<file path="src/rtl/cflog_writer.sv">
// cflog_writer: front-end of the control-flow log.
// Buffers branch events in a small FIFO and writes them one per cycle into the
// log memory. It also owns the log pointer: Spec-CFA rewinds, log-full
// detection and the flush request/acknowledge handshake.
module cflog_writer #(
    parameter logic [15:0] CFLOW_LOGS_SIZE = 16'h80,
    parameter int          FIFO_DEPTH      = 4
) (
    input  logic        mclk,
    input  logic        puc_rst,
    input  logic        evt_valid,
    input  logic [15:0] evt_src,
    input  logic [15:0] evt_dest,
    input  logic        spec_rewind,
    input  logic [15:0] spec_ptr,
    input  logic        flush_ack,
    output logic [15:0] cflow_src,
    output logic [15:0] cflow_dest,
    output logic        cflow_hw_wen,
    output logic [15:0] cflow_logs_ptr_din,
    output logic [15:0] log_ptr,
    output logic        flush_req,
    output logic        cpu_stall,
    output logic        evt_overflow,
    output logic        rewind_err
);

    // Index width for the FIFO storage; the count needs one extra bit so that
    // "full" (count == FIFO_DEPTH) is representable.
    localparam int AW = (FIFO_DEPTH > 1) ? $clog2(FIFO_DEPTH) : 1;
    localparam int CW = AW + 1;
    localparam logic [CW-1:0] DEPTH_C = CW'(FIFO_DEPTH);
    localparam logic [CW-1:0] STALL_C = CW'(FIFO_DEPTH - 1);

    typedef enum logic {
        LOG  = 1'b0,
        FULL = 1'b1
    } state_t;

    state_t        state_q;

    logic [15:0]   srcMem_q  [FIFO_DEPTH];
    logic [15:0]   destMem_q [FIFO_DEPTH];
    logic [AW-1:0] wrIdx_q;
    logic [AW-1:0] rdIdx_q;
    logic [CW-1:0] count_q;
    logic [CW-1:0] count_d;

    logic [15:0]   logPtr_q;
    logic [15:0]   src_q;
    logic [15:0]   dest_q;
    logic [15:0]   ptrDin_q;
    logic          wen_q;
    logic          flushReq_q;
    logic          overflow_q;
    logic          rewindErr_q;

    logic          pushEn;
    logic          popEn;
    logic          rewindOk;
    logic [15:0]   ptrNext;

    // Decide this cycle's push, pop and rewind legality. A legal rewind steals
    // the pop slot so the rewound pointer is never raced by a write.
    always_comb begin
        pushEn   = evt_valid && (count_q < DEPTH_C);
        rewindOk = spec_rewind && !spec_ptr[0] && (spec_ptr <= logPtr_q);
        popEn    = (state_q == LOG) && !rewindOk && (count_q != '0);
        ptrNext  = logPtr_q + 16'd2;
        count_d  = count_q;
        if (pushEn && !popEn) begin
            count_d = count_q + 1'b1;
        end else if (!pushEn && popEn) begin
            count_d = count_q - 1'b1;
        end
    end

    // FIFO bookkeeping: read/write indices and occupancy; reset empties it.
    always_ff @(posedge mclk) begin
        if (puc_rst) begin
            wrIdx_q <= '0;
            rdIdx_q <= '0;
            count_q <= '0;
        end else begin
            if (pushEn) begin
                wrIdx_q <= wrIdx_q + 1'b1;
            end
            if (popEn) begin
                rdIdx_q <= rdIdx_q + 1'b1;
            end
            count_q <= count_d;
        end
    end

    // FIFO payload storage; stale contents are harmless once the indices reset.
    always_ff @(posedge mclk) begin
        if (pushEn) begin
            srcMem_q[wrIdx_q]  <= evt_src;
            destMem_q[wrIdx_q] <= evt_dest;
        end
    end

    // Log FSM: pops entries into the registered write port, moves the pointer,
    // and handles rewinds, log-full and the flush handshake.
    always_ff @(posedge mclk) begin
        if (puc_rst) begin
            state_q     <= LOG;
            logPtr_q    <= '0;
            src_q       <= '0;
            dest_q      <= '0;
            ptrDin_q    <= '0;
            wen_q       <= 1'b0;
            flushReq_q  <= 1'b0;
            overflow_q  <= 1'b0;
            rewindErr_q <= 1'b0;
        end else begin
            wen_q <= 1'b0;
            if (evt_valid && !pushEn) begin
                overflow_q <= 1'b1;
            end
            if (spec_rewind && !rewindOk) begin
                rewindErr_q <= 1'b1;
            end
            case (state_q)
                LOG: begin
                    if (rewindOk) begin
                        logPtr_q <= spec_ptr;
                    end else if (popEn) begin
                        src_q    <= srcMem_q[rdIdx_q];
                        dest_q   <= destMem_q[rdIdx_q];
                        ptrDin_q <= ptrNext;
                        wen_q    <= 1'b1;
                        logPtr_q <= ptrNext;
                        if (ptrNext == CFLOW_LOGS_SIZE) begin
                            state_q    <= FULL;
                            flushReq_q <= 1'b1;
                        end
                    end
                end
                FULL: begin
                    if (rewindOk) begin
                        logPtr_q <= spec_ptr;
                        if (spec_ptr < CFLOW_LOGS_SIZE) begin
                            state_q    <= LOG;
                            flushReq_q <= 1'b0;
                        end
                    end else if (flush_ack) begin
                        logPtr_q   <= '0;
                        flushReq_q <= 1'b0;
                        state_q    <= LOG;
                    end
                end
                default: begin
                    state_q <= LOG;
                end
            endcase
        end
    end

    assign cflow_src          = src_q;
    assign cflow_dest         = dest_q;
    assign cflow_hw_wen       = wen_q;
    assign cflow_logs_ptr_din = ptrDin_q;
    assign log_ptr            = logPtr_q;
    assign flush_req          = flushReq_q;
    assign evt_overflow       = overflow_q;
    assign rewind_err         = rewindErr_q;
    assign cpu_stall          = (count_q >= STALL_C) || (state_q == FULL);

endmodule
</file>
<file path="config.mk">
export PLATFORM = sky130hd
export DESIGN_NAME = cflog_writer
export DESIGN_NICKNAME = d
export VERILOG_FILES = /design/src/rtl/cflog_writer.sv
export SDC_FILE = /design/constraint.sdc
export NUM_CORES = 1
export LEC_CHECK = 0
export CORE_MARGIN = 3
export CORE_UTILIZATION = 50
export CTS_CLUSTER_DIAMETER = 40
export DETAILED_ROUTE_END_ITERATION = 8
export GPL_TIMING_DRIVEN = 0
export MAX_ROUTING_LAYER = met4
export PLACE_DENSITY = 0.75
export SLEW_MARGIN = 40
export SYNTH_ARGS = -nofsm -noshare
export SYNTH_HDL_FRONTEND = slang
export SYNTH_SLANG_ARGS = --single-unit
</file>
<file path="constraint.sdc">
create_clock -name mclk -period 9.5 [get_ports mclk]
set_clock_uncertainty 0.15 [all_clocks]
set_input_delay 1.425 -clock mclk [delete_from_list [all_inputs] [get_ports mclk]]
set_output_delay 1.425 -clock mclk [all_outputs]
set_load 0.05 [all_outputs]
</file>
==> Yosys cells after proc, flatten, opt, wreduce, memory -nomap -nowiden <==
Memories as Yosys holds them, arrays and structs flattened. A register that Yosys moved wholly into a read port is not among the register bits.
Cells that the tools add are included.
{ "word_totals": {"mem_count": 2, "mem_bits_rw": 128, "inputBits": 53, "register_bits": 44, "output_inout_bits": 69, "wordCells": 74} }
{ "memory_table": {"columns": ["memory", "words", "width", "rd", "rd_clocked_by_memory_dff", "wr", "line", "text"], "rows": [
  ["destMem_q", 4, 16, 1, 1, 1, "43", "logic [15:0] destMem_q [FIFO_DEPTH];"],
  ["srcMem_q", 4, 16, 1, 1, 1, "42", "logic [15:0] srcMem_q [FIFO_DEPTH];"]
]} }
{ "op_classes": {"bitwise_logic": 2, "reduce_logical": 20, "order_cmp": 4, "n_eq_ne": 7, "addsub": 5, "mux": 24} }
{ "op_table": {"columns": ["cell", "n"], "rows": [
  ["$mux 16", 4],
  ["$pmux 16 s2", 1],
  ["$add 16x2->16 const B", 1],
  ["$eq 16x8->1 const B", 1],
  ["$le 16x16->1", 1],
  ["$lt 16x8->1 const B", 1],
  ["$mux 1", 15],
  ["$logic_and 1x1->1", 9],
  ["$mux 3", 2],
  ["$ne 3x2->1 const B", 2],
  ["$reduce_and 5->1", 1],
  ["$add 2x1->2 const B", 2],
  ["$logic_not 1->1", 4],
  ["$ne 2x2->1 const B", 2],
  ["$pmux 1 s2", 2],
  ["$add 3x1->3 const B", 1],
  ["$ge 3x2->1 const B", 1],
  ["$lt 3x3->1 const B", 1],
  ["$ne 3x3->1 const B", 1],
  ["$reduce_and 3->1", 1],
  ["$reduce_bool 3->1", 1],
  ["$reduce_or 3->1", 1],
  ["$sub 3x1->3 const B", 1],
  ["$ne 2x1->1 const B", 1],
  ["other kinds (4)", 5]
]} }

==> Longest topological paths before layout <==
Gate-level depths: netlist of the first run.
{ "logic_depth": {"word_depth": 9, "depth_mapped": 18, "mapped_depth_nobuf": 14} }

==> Worst setup path after synthesis of the first run <==
OpenSTA, ideal clock, no wires.
{ "synth_timing": {"kind": "input to register", "start": "in spec_ptr[7]", "end": "reg count_q[2]", "t_required_ns": 9.280, "path_slack_ns": 5.043, "setup_ns": 0.070, "cell_stages": 16, "n_path_buf": 3, "arrival_time_ns": 4.236, "path_cell_list": "ha_1 > a21oi_1 > o21ai_0 > a211o_1 > o31a_1 > buf_6 > and2_4 > buf_12 > clkinv_4 > buf_6 > ha_1 > inv_1 > fa_1 > xor2_1 > or3_1 > a21oi_1"} }
{ "synth_via": {"elab_chain_len": 8, "elab_cells_between_ends": 10, "cone_classes": "order compare: 1; mux: 1; reduce/logical: 8"} }
{ "synth_rtl": {"columns": ["item", "line", "text"], "rows": [
  ["start: declaration", "15", "input logic [15:0] spec_ptr,"],
  ["$le 16x16->1 *", "67", "rewindOk = spec_rewind && !spec_ptr[0] && (spec_ptr <= logPtr_q);"],
  ["$logic_and 1x1->1 *", "67", null],
  ["$logic_not 1->1 *", "68", "popEn = (state_q == LOG) && !rewindOk && (count_q != '0);"],
  ["$logic_and 1x1->1 * (2 in a row)", "68", null],
  ["$logic_not 1->1", "71", "if (pushEn && !popEn) begin"],
  ["$logic_and 1x1->1", "71", null],
  ["$mux 3 or $reduce_bool 2->1 (tied branches)", null, null],
  ["end signal: assignment", "91", "count_q <= count_d;"],
  ["end: declaration", "46", "logic [CW-1:0] count_q;"]
]} }
Mark *: on every way between the ends. The rest lies on a longest branch, timed or not.
A chain may end at the register's enable or synchronous reset.

==> Worst setup path after layout of the first run <==
Same ends and word-level chain as after synthesis.

==> run_results.csv, run 1 <==
group,metric,value,unit
outcome,outcome,"finished clean",
route,via_per_inst,5.556,
placed_design,place.port_buffers,120,
yosys,ys_types,53,
pwr,ir_drop,0.2750,mV
route,drt-wirelength-per-cell,19.66,um
cts,clock-root-buffer,"clkbuf_16",
worst_setup_path,critPathArrivalTime,5.09,ns
yosys,synth_area,8506,um2
route,vias,5745,
timing,worst_slew_pin_slew,0.6782,ns
timing,rsz0062_at_grt,"no",
pwr,p_leak,3.800,nW
route,wl,20330,um
timing,hold_viol_final,0,
pwr,p_per_area,321.4,nW/um2
global_routing,grt_max_degree,33,
global_routing,track_usage,0.2233,
cts,cts_tree,"yes",
cts,post_cts_buffers,0,
yosys,synth_edf_count,128,
route,firstDrtPassIters,7,
cts,clk_latency,0.55,ns
cells_and_area,nFillCells,1154,
yosys,yosysWarnings,0,
cells_and_area,area_growth,29.57,%
die,start_util,0.5111,
timing,setup_viol,0,
yosys,synth_top_area_share,0.4519,
yosys,syn-num-nets,718,
yosys,yosys_register_bits,204,
worst_setup_path,setup.worst_path.end_class,"flop",
worst_setup_path,rrSetupSlack,5.47,ns
placed_design,gp_congestion,0.9555,
global_routing,grt-ovfl-total,0,
worst_setup_path,path_class,"input port to flop",
worst_setup_path,worstPathMaxFanout,10,
cells_and_area,drive_gt1_frac,0.1585,
cells_and_area,postLayoutCoreUtil,0.6622,
yosys,syn_area_per_cell,13.25,um2
cts,cts.reportedPaths.clkPinSlew,0.06,ns
yosys,synthArstFlopShare,0,
worst_setup_path,required,9.81,ns
yosys,dominantRegCellSynth,"edfxtp_1",
cts,cts_hold_buf,0,
hold_path,holdPathEnd,"cflow_src[3]",
die,core_area,16640,um2
worst_setup_path,start_kind,"input port",
yosys,ys_top_cells_by_area,"edfxtp_1 (45%), dfxtp_1 (18%), mux4_2 (8.5%)",
timing,drv_slew,0,
cells_and_area,seq_area,5365,um2
route,drt-initial-drc-count,441,
cells_and_area,final_common_cell,"edfxtp_1",
hold_path,holdCritPathClass,"flop to flop",
cts,cts.sinks,204,
cts,cts_made_buffers,28,
cells_and_area,multi_input_area,2830,um2
worst_setup_path,r2r_cells,18,
die,fp.dieArea,18610,um2
die,die_w,136.4,um
hold_path,min_from,"cflow_src[3]",
cells_and_area,fin_nets,868,
cts,cts_resized,0,
timing,fin_crit,4.783,ns
cts,cts_buffer_depth,3,
yosys,synth.largest_area_cell,"edfxtp_1",
die,dieHeight,136.4,um
route,final_antenna_net_count,0,
die,pin_count,122,
yosys,yosysSeqAreaShare,0.6308,
die,placementRows,47,
placed_design,post-dp-hpwl,14000,um
timing,max_clock_freq,209.1,MHz
timing,setup_tns,0,ns
cells_and_area,num_antenna_cells,0,
global_routing,grt_pass1_vias,5921,
route,remaining_drc_errors,0,
timing,slew_headroom,0.5479,
global_routing,antenna_found_initial,0,
cells_and_area,mostFrequentLayoutCells,"edfxtp_1 (128), clkdlybuf4s50_1 (120), nand2_1 (81), dfxtp_1 (76), a21oi_1 (60)",
cts,cts_max_level,1,
worst_setup_path,reg2reg_to,"count_q[2]",
worst_setup_path,r2r-start,"log_ptr[6]",
timing,post-route-period-util,0.5035,
flow_run,drv_cap,0,
yosys,syn_inst,642,
hold_path,hold_depth,2,
global_routing,grt_pass1_wl,31280,um
## cell usage after synthesis, types with 3 or more instances
library cell,n
clkbuf_1,18
nor2_1,53
buf_2,6
xnor2_1,16
nand3_1,13
inv_1,22
a21o_1,3
o21ai_0,10
a211oi_2,12
nand4_1,6
and2_1,4
buf_4,3
buf_1,4
ha_1,22
dfxtp_1,76
buf_6,7
nor3_1,12
xor2_1,3
edfxtp_1,128
a311oi_1,4
a21oi_1,60
nand2_1,81
a211oi_1,8
mux2i_1,3
mux4_2,32
## cells by family (layout without fill, tap and decap cells)
logic type / after synthesis / after routing / share of synthesized area
AOI/OAI and AO/OA: 109 / 109 / 0.08547
xor gates and xnor gates: 19 / 19 / 0.01956
adders and majority gates: 23 / 23 / 0.03472
buffers and inverters: 62 / 234 / 0.03825
DFF: 204 / 204 / 0.6308
muxes: 35 / 35 / 0.08826
and+or+nand+nor: 190 / 190 / 0.1030
## cell type report
class | instances | area share
tap | 220 | 0.02498
clock inverter | 23 | 0.02861
inverter | 23 | 0.008288
sequential | 204 | 0.4868
multi-input combinational | 376 | 0.2568
clock buffer | 29 | 0.06392
buffer | 39 | 0.02157
timing repair buffer | 120 | 0.1090
## per-stage QoR
stage	instances	hold slack [ns]	setup WS [ns]	area [um2]	power, mW
2_1_floorplan	642	0.3204	5.043	8506	2.045
3_5_place_dp	982	0.2999	4.215	10000	2.450
4_1_cts	1034	0.3120	4.730	11020	3.564
3_3_place_gp	982	0.2961	4.282	9982	2.414
5_1_grt	1034	0.3235	4.541	11020	3.685
6_report	1034	0.3095	4.717	11020	3.542
## layer usage
layer	wire length [um]	vias up	GRT usage	share of wire
met4	493	0	0.06383	0.024
met5	0	-	-	0
li1	-	2669	-	-
met2	10180	213	0.3723	0.50
met1	8430	2826	0.2852	0.41
met3	1228	37	0.03627	0.060
## critical path: stages
cell and delay (ns):
clkdlybuf4s50_1 0.48, ha_1 0.35, a21oi_1 0.12, o21ai_0 0.09, a211o_1 0.30, o31a_1 0.29
buf_6 0.15, and2_4 0.16, buf_12 0.14, clkinv_4 0.11, buf_6 0.17, ha_1 0.20
inv_1 0.06, fa_1 0.37, xor2_1 0.18, or3_1 0.33, a21oi_1 0.14
## sequential cells by signal, indices dropped and copies added (netlist names)
register	count
destMem_q	64
srcMem_q	64
cflow_dest	16
cflow_logs_ptr_din	16
cflow_src	16
log_ptr	16
count_q	3
rdIdx_q	2
wrIdx_q	2
cflow_hw_wen	1
evt_overflow	1
flush_req	1
rewind_err	1
state_q	1
## power by group
| group | total (mW) | internal, mW | leakage, nW | switching (mW) |
|---|---|---|---|---|
| clock | 1.11 | 0.692 | 0.488 | 0.418 |
| combinational | 1.25 | 0.464 | 1.52 | 0.786 |
| sequential | 1.18 | 1.10 | 1.80 | 0.0855 |
| total | 3.54 | 2.25 | 3.80 | 1.29 |
## how the worst max path moves through the flow
stage / slack (ns) / start / end / depth (start not counted)
after floorplan: 5.04 / spec_ptr[7] / count_q[2] / 16
after global placement: 4.28 / spec_ptr[7] / count_q[2] / 17
after detailed placement: 4.22 / spec_ptr[7] / count_q[2] / 17
after CTS: 4.73 / spec_ptr[7] / count_q[2] / 17
after global routing: 4.54 / spec_ptr[11] / count_q[2] / 17
final: 4.72 / spec_ptr[7] / count_q[2] / 17
No activity file was read; power rests on OpenSTA's default activity.
==> run 2: changes to the inputs <==
clock period = 4.61 ns   (was 9.5 ns; I/O delays follow)
==> results of run 2 <==
The final DEF is identical to that of run 1. Status: finished clean.
Among the figures that moved: setup slack after placement 4.215 ns -> 0.05896 ns; setup slack after layout 4.717 ns -> 0.5602 ns; register-to-register setup slack 5.47 ns -> 0.58 ns; total power 3.542 mW -> 7.300 mW; worst IR drop on VDD 0.2750 mV -> 0.5667 mV
